File: src/rtl/load_store_unit_if.sv
// Pipeline-side request/response and data-memory bus bundle for load_store_unit.
// master: the LSU view (takes pipeline requests, initiates memory accesses).
// slave:  the environment view (pipeline plus data memory).
interface load_store_unit_if #(
  parameter int ADDR_W = 10
);
  logic              req_valid;
  logic              req_ready;
  logic              mem_read;
  logic              mem_write;
  logic [ADDR_W-1:0] addr;
  logic [2:0]        func3;
  logic [31:0]       wdata;
  logic              resp_valid;
  logic [31:0]       rdata;
  logic              misalign_err;
  logic              m_req;
  logic              m_we;
  logic [ADDR_W-1:0] m_addr;
  logic [3:0]        m_be;
  logic [31:0]       m_wdata;
  logic              m_ack;
  logic [31:0]       m_rdata;

  modport master (
    input  req_valid, mem_read, mem_write, addr, func3, wdata, m_ack, m_rdata,
    output req_ready, resp_valid, rdata, misalign_err, m_req, m_we, m_addr, m_be, m_wdata
  );

  modport slave (
    output req_valid, mem_read, mem_write, addr, func3, wdata, m_ack, m_rdata,
    input  req_ready, resp_valid, rdata, misalign_err, m_req, m_we, m_addr, m_be, m_wdata
  );
endinterface

File: src/rtl/load_store_unit.sv
// MEM-stage load/store unit: RV32 func3 size/sign decoding, byte-lane strobes,
// misaligned accesses split into two word accesses (address wraps mod 2^ADDR_W).
// Optional feature macro MISALIGN_TRAP_EN: misaligned H/HU/W accesses are not
// issued and complete with misalign_err=1 instead of being split.
module load_store_unit #(
  parameter int ADDR_W = 10
) (
  input  logic                    clk,
  input  logic                    rst_n,
  load_store_unit_if.master       bus
);

  typedef enum logic [1:0] {
    IDLE = 2'd0,
    ACC0 = 2'd1,
    ACC1 = 2'd2,
    RESP = 2'd3
  } state_t;

  state_t            state_r, next_s;
  logic              we_r;
  logic [2:0]        func3_r;
  logic [ADDR_W-1:0] addr_r;
  logic [31:0]       wdata_r;
  logic [31:0]       lo_r;

  logic              req_ready_r, resp_valid_r, misalign_err_r;
  logic [31:0]       rdata_r;
  logic              m_req_r, m_we_r;
  logic [ADDR_W-1:0] m_addr_r;
  logic [3:0]        m_be_r;
  logic [31:0]       m_wdata_r;

  logic              req_ready_s, resp_valid_s, misalign_err_s;
  logic [31:0]       rdata_s;
  logic              m_req_s, m_we_s;
  logic [ADDR_W-1:0] m_addr_s;
  logic [3:0]        m_be_s;
  logic [31:0]       m_wdata_s;

  // Byte-lane mask for the access size, before shifting by the byte offset.
  function automatic logic [3:0] size_mask(input logic [2:0] f3);
    case (f3[1:0])
      2'b00:   return 4'b0001;
      2'b01:   return 4'b0011;
      2'b10:   return 4'b1111;
      default: return 4'b0000;
    endcase
  endfunction

  // Unsigned variants only exist for loads; 011/110/111 are never valid.
  function automatic logic is_illegal(input logic [2:0] f3, input logic we);
    case (f3)
      3'b000, 3'b001, 3'b010: return 1'b0;
      3'b100, 3'b101:         return we;
      default:                return 1'b1;
    endcase
  endfunction

  // Sign/zero extension of the offset-aligned load word.
  function automatic logic [31:0] extend_load(input logic [2:0] f3, input logic [31:0] s);
    case (f3)
      3'b000:  return {{24{s[7]}}, s[7:0]};
      3'b100:  return {24'h000000, s[7:0]};
      3'b001:  return {{16{s[15]}}, s[15:0]};
      3'b101:  return {16'h0000, s[15:0]};
      3'b010:  return s;
      default: return 32'h0000_0000;
    endcase
  endfunction

  // While IDLE the incoming request is decoded directly so the first access
  // can be registered on the accepting edge; afterwards the latched copy is used.
  logic              in_idle_s, accept_s;
  logic              src_we_s;
  logic [2:0]        src_func3_s;
  logic [ADDR_W-1:0] src_addr_s;
  logic [31:0]       src_wdata_s;
  logic [7:0]        be8_s;
  logic [63:0]       d64_s;
  logic              split_s, illegal_s, trap_s;
  logic [ADDR_W-1:0] word0_s, word1_s;
  logic [63:0]       load_words_s;
  logic [31:0]       load_s;

  assign in_idle_s   = (state_r == IDLE);
  assign accept_s    = in_idle_s & bus.req_valid & req_ready_r & (bus.mem_read | bus.mem_write);
  assign src_we_s    = in_idle_s ? bus.mem_write : we_r;
  assign src_func3_s = in_idle_s ? bus.func3     : func3_r;
  assign src_addr_s  = in_idle_s ? bus.addr      : addr_r;
  assign src_wdata_s = in_idle_s ? bus.wdata     : wdata_r;

  assign be8_s     = {4'b0000, size_mask(src_func3_s)} << src_addr_s[1:0];
  assign d64_s     = {32'h0000_0000, src_wdata_s} << {src_addr_s[1:0], 3'b000};
  assign split_s   = |be8_s[7:4];
  assign illegal_s = is_illegal(src_func3_s, src_we_s);
  assign word0_s   = {src_addr_s[ADDR_W-1:2], 2'b00};
  assign word1_s   = word0_s + ADDR_W'(4);

`ifdef MISALIGN_TRAP_EN
  assign trap_s = ~illegal_s & (((src_func3_s[1:0] == 2'b01) & src_addr_s[0]) |
                                ((src_func3_s[1:0] == 2'b10) & (src_addr_s[1:0] != 2'b00)));
`else
  assign trap_s = 1'b0;
`endif

  // A non-split load only ever needs bytes of the first word.
  assign load_words_s = (state_r == ACC1) ? {bus.m_rdata, lo_r} : {32'h0000_0000, bus.m_rdata};
  assign load_s       = 32'(load_words_s >> {addr_r[1:0], 3'b000});

  // State register.
  always_ff @(posedge clk) begin
    if (!rst_n) begin
      state_r <= IDLE;
    end else begin
      state_r <= next_s;
    end
  end

  // Next-state logic; m_ack only matters while an access is outstanding.
  always_comb begin
    next_s = state_r;
    case (state_r)
      IDLE:    if (accept_s) next_s = (illegal_s | trap_s) ? RESP : ACC0; else next_s = IDLE;
      ACC0:    if (bus.m_ack) next_s = split_s ? ACC1 : RESP; else next_s = ACC0;
      ACC1:    if (bus.m_ack) next_s = RESP; else next_s = ACC1;
      RESP:    next_s = IDLE;
      default: next_s = IDLE;
    endcase
  end

  // Next values of the registered outputs, derived from the state being entered.
  always_comb begin
    req_ready_s    = (next_s == IDLE);
    resp_valid_s   = (next_s == RESP);
    rdata_s        = 32'h0000_0000;
    misalign_err_s = 1'b0;
    m_req_s        = 1'b0;
    m_we_s         = 1'b0;
    m_addr_s       = '0;
    m_be_s         = 4'b0000;
    m_wdata_s      = 32'h0000_0000;
    case (next_s)
      ACC0: begin
        m_req_s   = 1'b1;
        m_we_s    = src_we_s;
        m_addr_s  = word0_s;
        m_be_s    = be8_s[3:0];
        m_wdata_s = d64_s[31:0];
      end
      ACC1: begin
        m_req_s   = 1'b1;
        m_we_s    = src_we_s;
        m_addr_s  = word1_s;
        m_be_s    = be8_s[7:4];
        m_wdata_s = d64_s[63:32];
      end
      RESP: begin
        if (!in_idle_s && !we_r) begin
          rdata_s = extend_load(func3_r, load_s);
        end else begin
          rdata_s = 32'h0000_0000;
        end
        misalign_err_s = in_idle_s & trap_s;
      end
      default: begin
        m_req_s = 1'b0;
      end
    endcase
  end

  // Output registers.
  always_ff @(posedge clk) begin
    if (!rst_n) begin
      req_ready_r    <= 1'b1;
      resp_valid_r   <= 1'b0;
      rdata_r        <= 32'h0000_0000;
      misalign_err_r <= 1'b0;
      m_req_r        <= 1'b0;
      m_we_r         <= 1'b0;
      m_addr_r       <= '0;
      m_be_r         <= 4'b0000;
      m_wdata_r      <= 32'h0000_0000;
    end else begin
      req_ready_r    <= req_ready_s;
      resp_valid_r   <= resp_valid_s;
      rdata_r        <= rdata_s;
      misalign_err_r <= misalign_err_s;
      m_req_r        <= m_req_s;
      m_we_r         <= m_we_s;
      m_addr_r       <= m_addr_s;
      m_be_r         <= m_be_s;
      m_wdata_r      <= m_wdata_s;
    end
  end

  // Request capture on accept, and low-word capture on the first load ack.
  always_ff @(posedge clk) begin
    if (!rst_n) begin
      we_r    <= 1'b0;
      func3_r <= 3'b000;
      addr_r  <= '0;
      wdata_r <= 32'h0000_0000;
      lo_r    <= 32'h0000_0000;
    end else begin
      if (accept_s) begin
        we_r    <= bus.mem_write;
        func3_r <= bus.func3;
        addr_r  <= bus.addr;
        wdata_r <= bus.wdata;
      end else begin
        we_r    <= we_r;
        func3_r <= func3_r;
        addr_r  <= addr_r;
        wdata_r <= wdata_r;
      end
      lo_r <= ((state_r == ACC0) && bus.m_ack) ? bus.m_rdata : lo_r;
    end
  end

  assign bus.req_ready    = req_ready_r;
  assign bus.resp_valid   = resp_valid_r;
  assign bus.rdata        = rdata_r;
  assign bus.misalign_err = misalign_err_r;
  assign bus.m_req        = m_req_r;
  assign bus.m_we         = m_we_r;
  assign bus.m_addr       = m_addr_r;
  assign bus.m_be         = m_be_r;
  assign bus.m_wdata      = m_wdata_r;

endmodule

File: src/flat_wrapper.sv
// flat-port wrapper written by rule: the top's interface ports become plain ports
module load_store_unit_flat 
#(
  parameter int ADDR_W = 10
)
  (clk, rst_n, bus_req_valid, bus_mem_read, bus_mem_write, bus_addr, bus_func3, bus_wdata, bus_m_ack, bus_m_rdata, bus_req_ready, bus_resp_valid, bus_rdata, bus_misalign_err, bus_m_req, bus_m_we, bus_m_addr, bus_m_be, bus_m_wdata);
  load_store_unit_if #(.ADDR_W(ADDR_W)) bus_i ();
  input  logic clk;
  input  logic rst_n;
  input wire logic [$bits(bus_i.req_valid)-1:0] bus_req_valid;
  input wire logic [$bits(bus_i.mem_read)-1:0] bus_mem_read;
  input wire logic [$bits(bus_i.mem_write)-1:0] bus_mem_write;
  input wire logic [$bits(bus_i.addr)-1:0] bus_addr;
  input wire logic [$bits(bus_i.func3)-1:0] bus_func3;
  input wire logic [$bits(bus_i.wdata)-1:0] bus_wdata;
  input wire logic [$bits(bus_i.m_ack)-1:0] bus_m_ack;
  input wire logic [$bits(bus_i.m_rdata)-1:0] bus_m_rdata;
  output wire logic [$bits(bus_i.req_ready)-1:0] bus_req_ready;
  output wire logic [$bits(bus_i.resp_valid)-1:0] bus_resp_valid;
  output wire logic [$bits(bus_i.rdata)-1:0] bus_rdata;
  output wire logic [$bits(bus_i.misalign_err)-1:0] bus_misalign_err;
  output wire logic [$bits(bus_i.m_req)-1:0] bus_m_req;
  output wire logic [$bits(bus_i.m_we)-1:0] bus_m_we;
  output wire logic [$bits(bus_i.m_addr)-1:0] bus_m_addr;
  output wire logic [$bits(bus_i.m_be)-1:0] bus_m_be;
  output wire logic [$bits(bus_i.m_wdata)-1:0] bus_m_wdata;
  assign bus_i.req_valid = bus_req_valid;
  assign bus_i.mem_read = bus_mem_read;
  assign bus_i.mem_write = bus_mem_write;
  assign bus_i.addr = bus_addr;
  assign bus_i.func3 = bus_func3;
  assign bus_i.wdata = bus_wdata;
  assign bus_i.m_ack = bus_m_ack;
  assign bus_i.m_rdata = bus_m_rdata;
  assign bus_req_ready = bus_i.req_ready;
  assign bus_resp_valid = bus_i.resp_valid;
  assign bus_rdata = bus_i.rdata;
  assign bus_misalign_err = bus_i.misalign_err;
  assign bus_m_req = bus_i.m_req;
  assign bus_m_we = bus_i.m_we;
  assign bus_m_addr = bus_i.m_addr;
  assign bus_m_be = bus_i.m_be;
  assign bus_m_wdata = bus_i.m_wdata;
  load_store_unit #(.ADDR_W(ADDR_W)) u_core (.clk(clk), .rst_n(rst_n), .bus(bus_i));
endmodule
File: config.mk
export PLATFORM = sky130hd
export DESIGN_NAME = load_store_unit_flat
export DESIGN_NICKNAME = d
export VERILOG_FILES = /design/src/rtl/load_store_unit_if.sv /design/src/rtl/load_store_unit.sv /design/src/flat_wrapper.sv
export SDC_FILE = /design/constraint.sdc
export NUM_CORES = 1
export LEC_CHECK = 0
export BUFFER_PORTS_ARGS = -buffer_cell sky130_fd_sc_hd__buf_2
export CAP_MARGIN = 40
export CORE_MARGIN = 1.5
export CORE_UTILIZATION = 55
export CTS_BUF_LIST = sky130_fd_sc_hd__clkbuf_8 sky130_fd_sc_hd__clkbuf_16
export DETAILED_ROUTE_END_ITERATION = 7
export PLACE_DENSITY = 0.8
export SLEW_MARGIN = 20
export SYNTH_ARGS = -nofsm -noshare
export SYNTH_HDL_FRONTEND = slang
export SYNTH_SLANG_ARGS = --single-unit
File: constraint.sdc
create_clock -name clk -period 6.3 [get_ports clk]
set_clock_uncertainty 0.05 [all_clocks]
set_input_delay 0.63 -clock clk [delete_from_list [all_inputs] [get_ports clk]]
set_output_delay 0.63 -clock clk [all_outputs]
set_load 0.03 [all_outputs]
# Yosys cells after proc, flatten, opt, wreduce, memory -nomap -nowiden
# Cells that the tools add are included.
[totals] input_bits=83 ff_bits=162 out_inout_bits=83
[op_classes] eq_ne=16 shifts=3 n_addsub=1 n_reduce_logical=15 bitwise_logic=4 mux=18
[ops] cell="32-bit one-hot mux with 5 select lines" n=1
[ops] cell="64-bit 2-to-1 mux" n=1
[ops] cell="32-bit one-hot mux with 2 select lines" n=1
[ops] cell="32-bit by 5-bit left shift with 64-bit output" n=1
[ops] cell="64-bit by 5-bit >> shifter with 32-bit output" n=1
[ops] cell="32-bit 2-to-1 mux" n=1
[ops] cell="10-bit one-hot mux with 2 select lines" n=1
[ops] cell="3-bit equality test, second input constant" n=4
[ops] cell="4-bit one-hot mux with 3 select lines" n=1
[ops] cell="10-bit by 3-bit adder with 10-bit output, second input constant" n=1
[ops] cell="2-bit equality test, second input constant" n=5
[ops] cell="10-bit 2-to-1 mux" n=1
[ops] cell="2-bit one-hot mux with 4 select lines" n=1
[ops] cell="4-bit one-hot mux with 2 select lines" n=1
[ops] cell="4-bit by 2-bit left shift with 8-bit output" n=1
[ops] cell="2-bit by 1-bit equality test with 1-bit output, second input constant" n=3
[ops] cell="3-bit by 1-bit equality test with 1-bit output, second input constant" n=2
[ops] cell="3-bit by 2-bit equality test with 1-bit output, second input constant" n=2
[ops] cell="2-bit zero test" n=3
[ops] cell="3-bit zero test" n=2
[ops] cell="2-bit 2-to-1 mux" n=3
[ops] cell="1-bit 2-to-1 mux" n=4
[ops] cell="2-bit OR reduction" n=2
[ops] cell="4-bit OR reduction" n=1
[ops] cell="other kinds (9)" n=13

# Logic depth before layout (Yosys ltp)
[depth] ltp_word=12 ltp_mapped=21 ltp_nobuf=16

# Worst setup path after synthesis
# No wires, ideal clock.
[synth_path] path_type="flip-flop to flip-flop" start="reg u_core.state_r[1]" end="reg u_core.m_wdata_r[14] (netlist: u_core.bus.m_wdata[14])" setup_time_ns=0.075 setup_slack_ns=1.960 period_less_slack_ns=4.340 stages_incl_launch_ff=21 t_arrival_ns=4.215 n_path_buf=6 path_cell_list="dfxtp_1 -> buf_6 -> nor2_4 -> buf_2 -> buf_4 -> buf_2 -> mux2i_1 -> ha_1 -> nor2_1 -> a211oi_1 -> o32ai_1 -> a211oi_1 -> inv_1 -> ha_1 -> nand2b_1 -> inv_1 -> and2_1 -> clkbuf_1 -> nand2_1 -> clkbuf_1 -> o22ai_1"
[synth_between] elab_cells_between_ends=34
[synth_lines] item="start, declared" line="load_store_unit.sv:20" text="state_t state_r, next_s;"
[synth_lines] item="start signal, assigned" line="load_store_unit.sv:116" text="state_r <= next_s;"
[synth_lines] item="2-bit zero test" line="load_store_unit.sv:86, load_store_unit.sv:123"
[synth_lines] item="3-bit 2-to-1 mux" line="load_store_unit.sv:89" text="assign src_func3_s = in_idle_s ? bus.func3 : func3_r;"
[synth_lines] item="3-bit by 1-bit equality test with 1-bit output, or another cell as far along" line="load_store_unit.sv:53" text="case (f3)"
[synth_lines] item="3-bit OR reduction / 2-bit OR reduction (equally long branches)" line="load_store_unit.sv:53"
[synth_lines] item="1-bit one-hot mux with 2 select lines" line="load_store_unit.sv:53"
[synth_lines] item="2-bit 2-to-1 mux (2 in a row)" line="load_store_unit.sv:124" text="IDLE: if (accept_s) next_s = (illegal_s | trap_s) ? RESP : ACC0; else next_s = IDLE;"
[synth_lines] item="2-bit one-hot mux with 4 select lines (*)" line="load_store_unit.sv:123" text="case (state_r)"
[synth_lines] item="net u_core.next_s[1]" line="load_store_unit.sv:20"
[synth_lines] item="2-bit equality test / 2-bit by 1-bit equality test with 1-bit output (equally long branches)" line="load_store_unit.sv:143" text="case (next_s)"
[synth_lines] item="32-bit one-hot mux with 2 select lines (*)" line="load_store_unit.sv:143"
[synth_lines] item="end signal, assigned" line="load_store_unit.sv:193" text="m_wdata_r <= m_wdata_s;"
[synth_lines] item="end, declared" line="load_store_unit.sv:32" text="logic [31:0] m_wdata_r;"
# The timed path passes the listed nets; every way through them passes the cells marked *.
# A chain may end at the register's enable or synchronous reset.

# Worst setup path in the final report
[layout_path] start="reg u_core.state_r[1]" end="reg u_core.m_be_r[0] (netlist: u_core.bus.m_be[0])"
[layout_between] elab_cells_between_ends=32
[layout_lines] item="2-bit zero test" line="load_store_unit.sv:86, load_store_unit.sv:123"
[layout_lines] item="3-bit 2-to-1 mux" line="load_store_unit.sv:89"
[layout_lines] item="3-bit by 1-bit equality test with 1-bit output, or another cell as far along" line="load_store_unit.sv:53"
[layout_lines] item="3-bit OR reduction / 2-bit OR reduction (equally long branches)" line="load_store_unit.sv:53"
[layout_lines] item="1-bit one-hot mux with 2 select lines" line="load_store_unit.sv:53"
[layout_lines] item="2-bit 2-to-1 mux (2 in a row)" line="load_store_unit.sv:124"
[layout_lines] item="2-bit one-hot mux with 4 select lines (*)" line="load_store_unit.sv:123"
[layout_lines] item="net u_core.next_s[1]" line="load_store_unit.sv:20"
[layout_lines] item="2-bit equality test / 2-bit by 1-bit equality test with 1-bit output (equally long branches)" line="load_store_unit.sv:143"
[layout_lines] item="4-bit one-hot mux with 2 select lines (*)" line="load_store_unit.sv:143"
[layout_lines] item="end signal, assigned" line="load_store_unit.sv:192" text="m_be_r <= m_be_s;"
[layout_lines] item="end, declared" line="load_store_unit.sv:31" text="logic [3:0] m_be_r;"
# Marks and branches as above.

==> flow_summary_export.csv <==
group,metric,value,unit
placement,numPortBuffers,162,
global_routing,grt-ovfl-total,0,
placement,dpl_cell_area,9200,um^2
synth,synth_edf_count,0,
pwr,power.switching,1.48,mW
placement,gp_congestion,0.879,
clock_tree,cts_max_path_buffers,2,
sta,slew_violations,0,
sta,finalSetupViolations,0,
sta,rsz0062_at_grt,"no",
worst_setup_path,critPathKind,"reg -> reg",
pwr,p_per_area,382,nW/um^2
hold_path,hp-class,"reg -> reg",
clock_tree,ctsResizeCount,0,
detailed_routing,drt-initial-drc-count,712,
synth,ys_types,58,
pwr,p_int,2.24,mW
sta,tns,0,ns
synth,netlist_area,8360,um^2
synth,async_reset_ff_share,0,%
global_routing,busiest_layer,"met2",
pwr,power_frac_comb,41.1,%
worst_setup_path,critPathBufInv,3,
clock_tree,cts_inserted_buffers,17,
clock_tree,clk_pin_slew,0.07,ns
detailed_routing,drc_errors,0,
final_layout,layoutNonFillerInstCount,1250,
floorplanning,core,14700,um^2
pwr,p_leak,3.91,nW
global_routing,antenna_found_initial,1,
global_routing,grt_max_degree,85,
clock_tree,cts.hold.buffers_added,0,
floorplanning,io-pin-count,166,
global_routing,grt_pass1_wl,34400,um
sta,fmaxAchievable,0.194,GHz
worst_setup_path,startpoint_type,"flip-flop",
synth,yosysWarnings,0,
clock_tree,htreeDepth,4,
final_layout,fin_area,9750,um^2
final_layout,nets,1145,
global_routing,grt_pass1_vias,6743,
worst_setup_path,crit_family,"simple AND/OR/NAND/NOR gates",
pwr,max-vdd-ir-drop,0.263,mV
synth,synthTopCellsByArea,"dfxtp_1 (38%), mux2i_1 (9.6%), nand2_1 (7.9%)",
sta,setup_slack,1.16,ns
synth,ys_ff_latch,160,
synth,synth_top_cell_by_area,"dfxtp_1",
global_routing,grt_usage,27.3,%
floorplanning,fp-row-count,44,
floorplanning,die_h,126,um
worst_setup_path,critical_path.max_fanout,19,
detailed_routing,drtPass1Iterations,5,
clock_tree,cts_tree,"done",
detailed_routing,drtAntennaViolNets,0,
worst_setup_path,cp_slowest_cell,"and2_1",
worst_setup_path,arrival,5.42,ns
pwr,power_frac_seq,33.4,%
global_routing,met3_usage,5.86,%
sta,post-route-period-util,81.6,%
floorplanning,die-area,15900,um^2
worst_setup_path,slowest_delay,0.67,ns
detailed_routing,num_vias,7357,
pwr,p_clk_share,25.5,%
worst_setup_path,endpoint_kind,"flip-flop",
final_layout,drive_above_1_share,25.9,%
run,maxCapViolCount,0,
synth,synth_ff_type,"dfxtp_1",
clock_tree,root_buffer,"clkbuf_16",
synth,synth_top_area_share,38.3,%
synth,ys_seq_area_share,38.3,%
final_layout,fillers,1233,
pwr,p_total,3.73,mW
sta,period_needed,5.14,ns
placement,dp_hpwl,15100,um
synth,synthesis.instances,930,
floorplanning,die_w,126,um
placement,pre_cts_ws,1.27,ns
worst_setup_path,critical_path.cell_chain,"nor2_4 -> mux2_2 -> inv_1 -> ha_1 -> nor2_1 -> a211oi_1 -> o32ai_1 -> a211oi_1 -> inv_1 -> ha_1 -> nand2b_1 -> inv_1 -> and2_1 -> nand2_1 -> o32ai_1",
synth,syn_avg_cell_area,8.99,um^2
sta,hold_viol,0,
detailed_routing,routedWlPerCell,17.3,um
worst_setup_path,crit_required,6.57,ns
worst_setup_path,cp_common_cell,"inv_1",
placement,place_inst,1216,
detailed_routing,via_per_inst,5.89,
detailed_routing,finalWirelength,21600,um
sta,slew_headroom,44.6,%
clock_tree,cts_sinks,160,
global_routing,grtUsageMet2,44.8,%
pwr,swShare,39.8,%
status,run_status,"finished, final reports clean",
clock_tree,clock_latency,0.42,ns
final_layout,areaGrowthSynthToFinish,16.7,%
floorplanning,initial_core_util,56.9,%
clock_tree,post-cts-setup-buffers,0,
sta,worst_slew_pin_slew,0.829,ns
global_routing,use_met1,35.7,%
-- registers in the layout, summed over array words and instances (netlist names) --
signal and flops:
u_core.we_r 1, u_core.func3_r 3, u_core.bus.m_req 1, u_core.state_r 2, u_core.bus.m_addr 8, u_core.lo_r 32, u_core.bus.m_be 4, u_core.bus.resp_valid 1
u_core.bus.rdata 32, u_core.bus.m_wdata 32, u_core.wdata_r 32, u_core.bus.req_ready 1, u_core.addr_r 10, u_core.bus.m_we 1
-- placed cells by master, fill, tap and decap left out, types with 4 or more instances in the layout --
master	instances
a21boi_0	69
a21boi_1	9
a21oi_1	45
a31oi_1	8
and2_1	6
and3_1	4
buf_2	162
buf_4	9
clkbuf_16	17
clkinv_4	5
dfxtp_1	159
ha_1	11
inv_1	9
mux2_2	36
mux2i_1	80
mux4_2	22
nand2_1	177
nand2b_1	4
nand3_1	4
nor2_1	66
nor2b_1	17
nor3_1	10
o21a_1	9
o21ai_0	29
o22ai_1	28
o2bb2ai_1	8
xnor2_1	5
-- metrics by stage --
stage	util, %	hold slack [ns]
after floorplan	-	0.382
after global placement	62.2	0.390
after detailed placement	62.6	0.398
after CTS	66.3	0.401
after global routing	66.3	0.411
final	66.3	0.404
-- power groups by stage --
stage / Sequential, mW / Combinational [mW] / Clock [mW]
3_3_place_gp: 1.26 / 1.46 / 0
3_5_place_dp: 1.27 / 1.51 / 0
5_1_grt: 1.26 / 1.66 / 1.01
2_1_floorplan: 1.37 / 1.05 / 0
4_1_cts: 1.24 / 1.51 / 0.962
6_report: 1.25 / 1.53 / 0.951
-- cells in the mapped netlist, drive strengths merged (2+ instances only) --
cell type  number
xnor2           5
a2111oi         3
dfxtp         160
o22ai          28
a211oi          3
nor4            2
and3            4
nor3           10
a31oi           8
o21ai          31
o32ai           3
or3b            3
nor2b          17
nor2           67
a21boi         78
o2111ai         2
ha             11
clkbuf         25
inv             8
and2            6
nor3b           2
o21a            9
nand4b          2
nand2b          5
mux2           36
buf            48
a21oi          45
mux4           22
nand3           4
a221oi          2
mux2i          80
nand2         177
o2bb2ai         8
-- path summary, 6_finish.rpt --
kind                                         from                  to  slack (ns)  cells after the start
worst min-delay path             u_core.addr_r[8]    u_core.addr_r[8]        0.40                      2
worst max-delay path            u_core.state_r[1]  u_core.bus.m_be[0]        1.16                     15
worst min register to register   u_core.addr_r[8]    u_core.addr_r[8]        0.40                      2
worst max register to register  u_core.state_r[1]  u_core.bus.m_be[0]        1.16                     15
-- layer usage --
metal,share of wire [%],vias to the layer above,wire length (um)
li1,-,3539,-
met1,44,3494,9460
met2,48,290,10300
met3,6.6,34,1430
met4,2.1,0,464
met5,0,-,0
-- cell type report --
class | instances | area, um^2 | share of cell area (%)
multi-input cells | 691 | 4800 | 49.2
flip-flops and latches | 160 | 3210 | 32.9
repair buffers | 173 | 933 | 9.57
clock buffers | 18 | 439 | 4.50
well taps | 184 | 230 | 2.36
clock inverters | 14 | 110 | 1.13
inverters | 8 | 30.0 | 0.308
diodes | 2 | 5.00 | 0.0513
-- cells by family (layout without fill, tap and decap cells) --
kind of cell             count (synthesis)  after routing  share of synthesized area [%]
multiplexers                           138            138                           20.4
XOR/XNOR                                 6              6                          0.629
buffers and inverters                   81            213                           4.63
AND/OR/NAND/NOR                        304            304                           15.8
other                                    1              5                         0.0449
adder cells (fa/ha/maj)                 11             11                           1.65
flip-flops                             160            160                           38.3
AO/OA/AOI/OAI                          229            229                           18.6
-- worst min-delay path, cell delays in order (launching register included) --
cell and delay (ns):
dfxtp_1 0.31, nand2_1 0.05, a21boi_1 0.05
(Power assumes the default switching activity.)
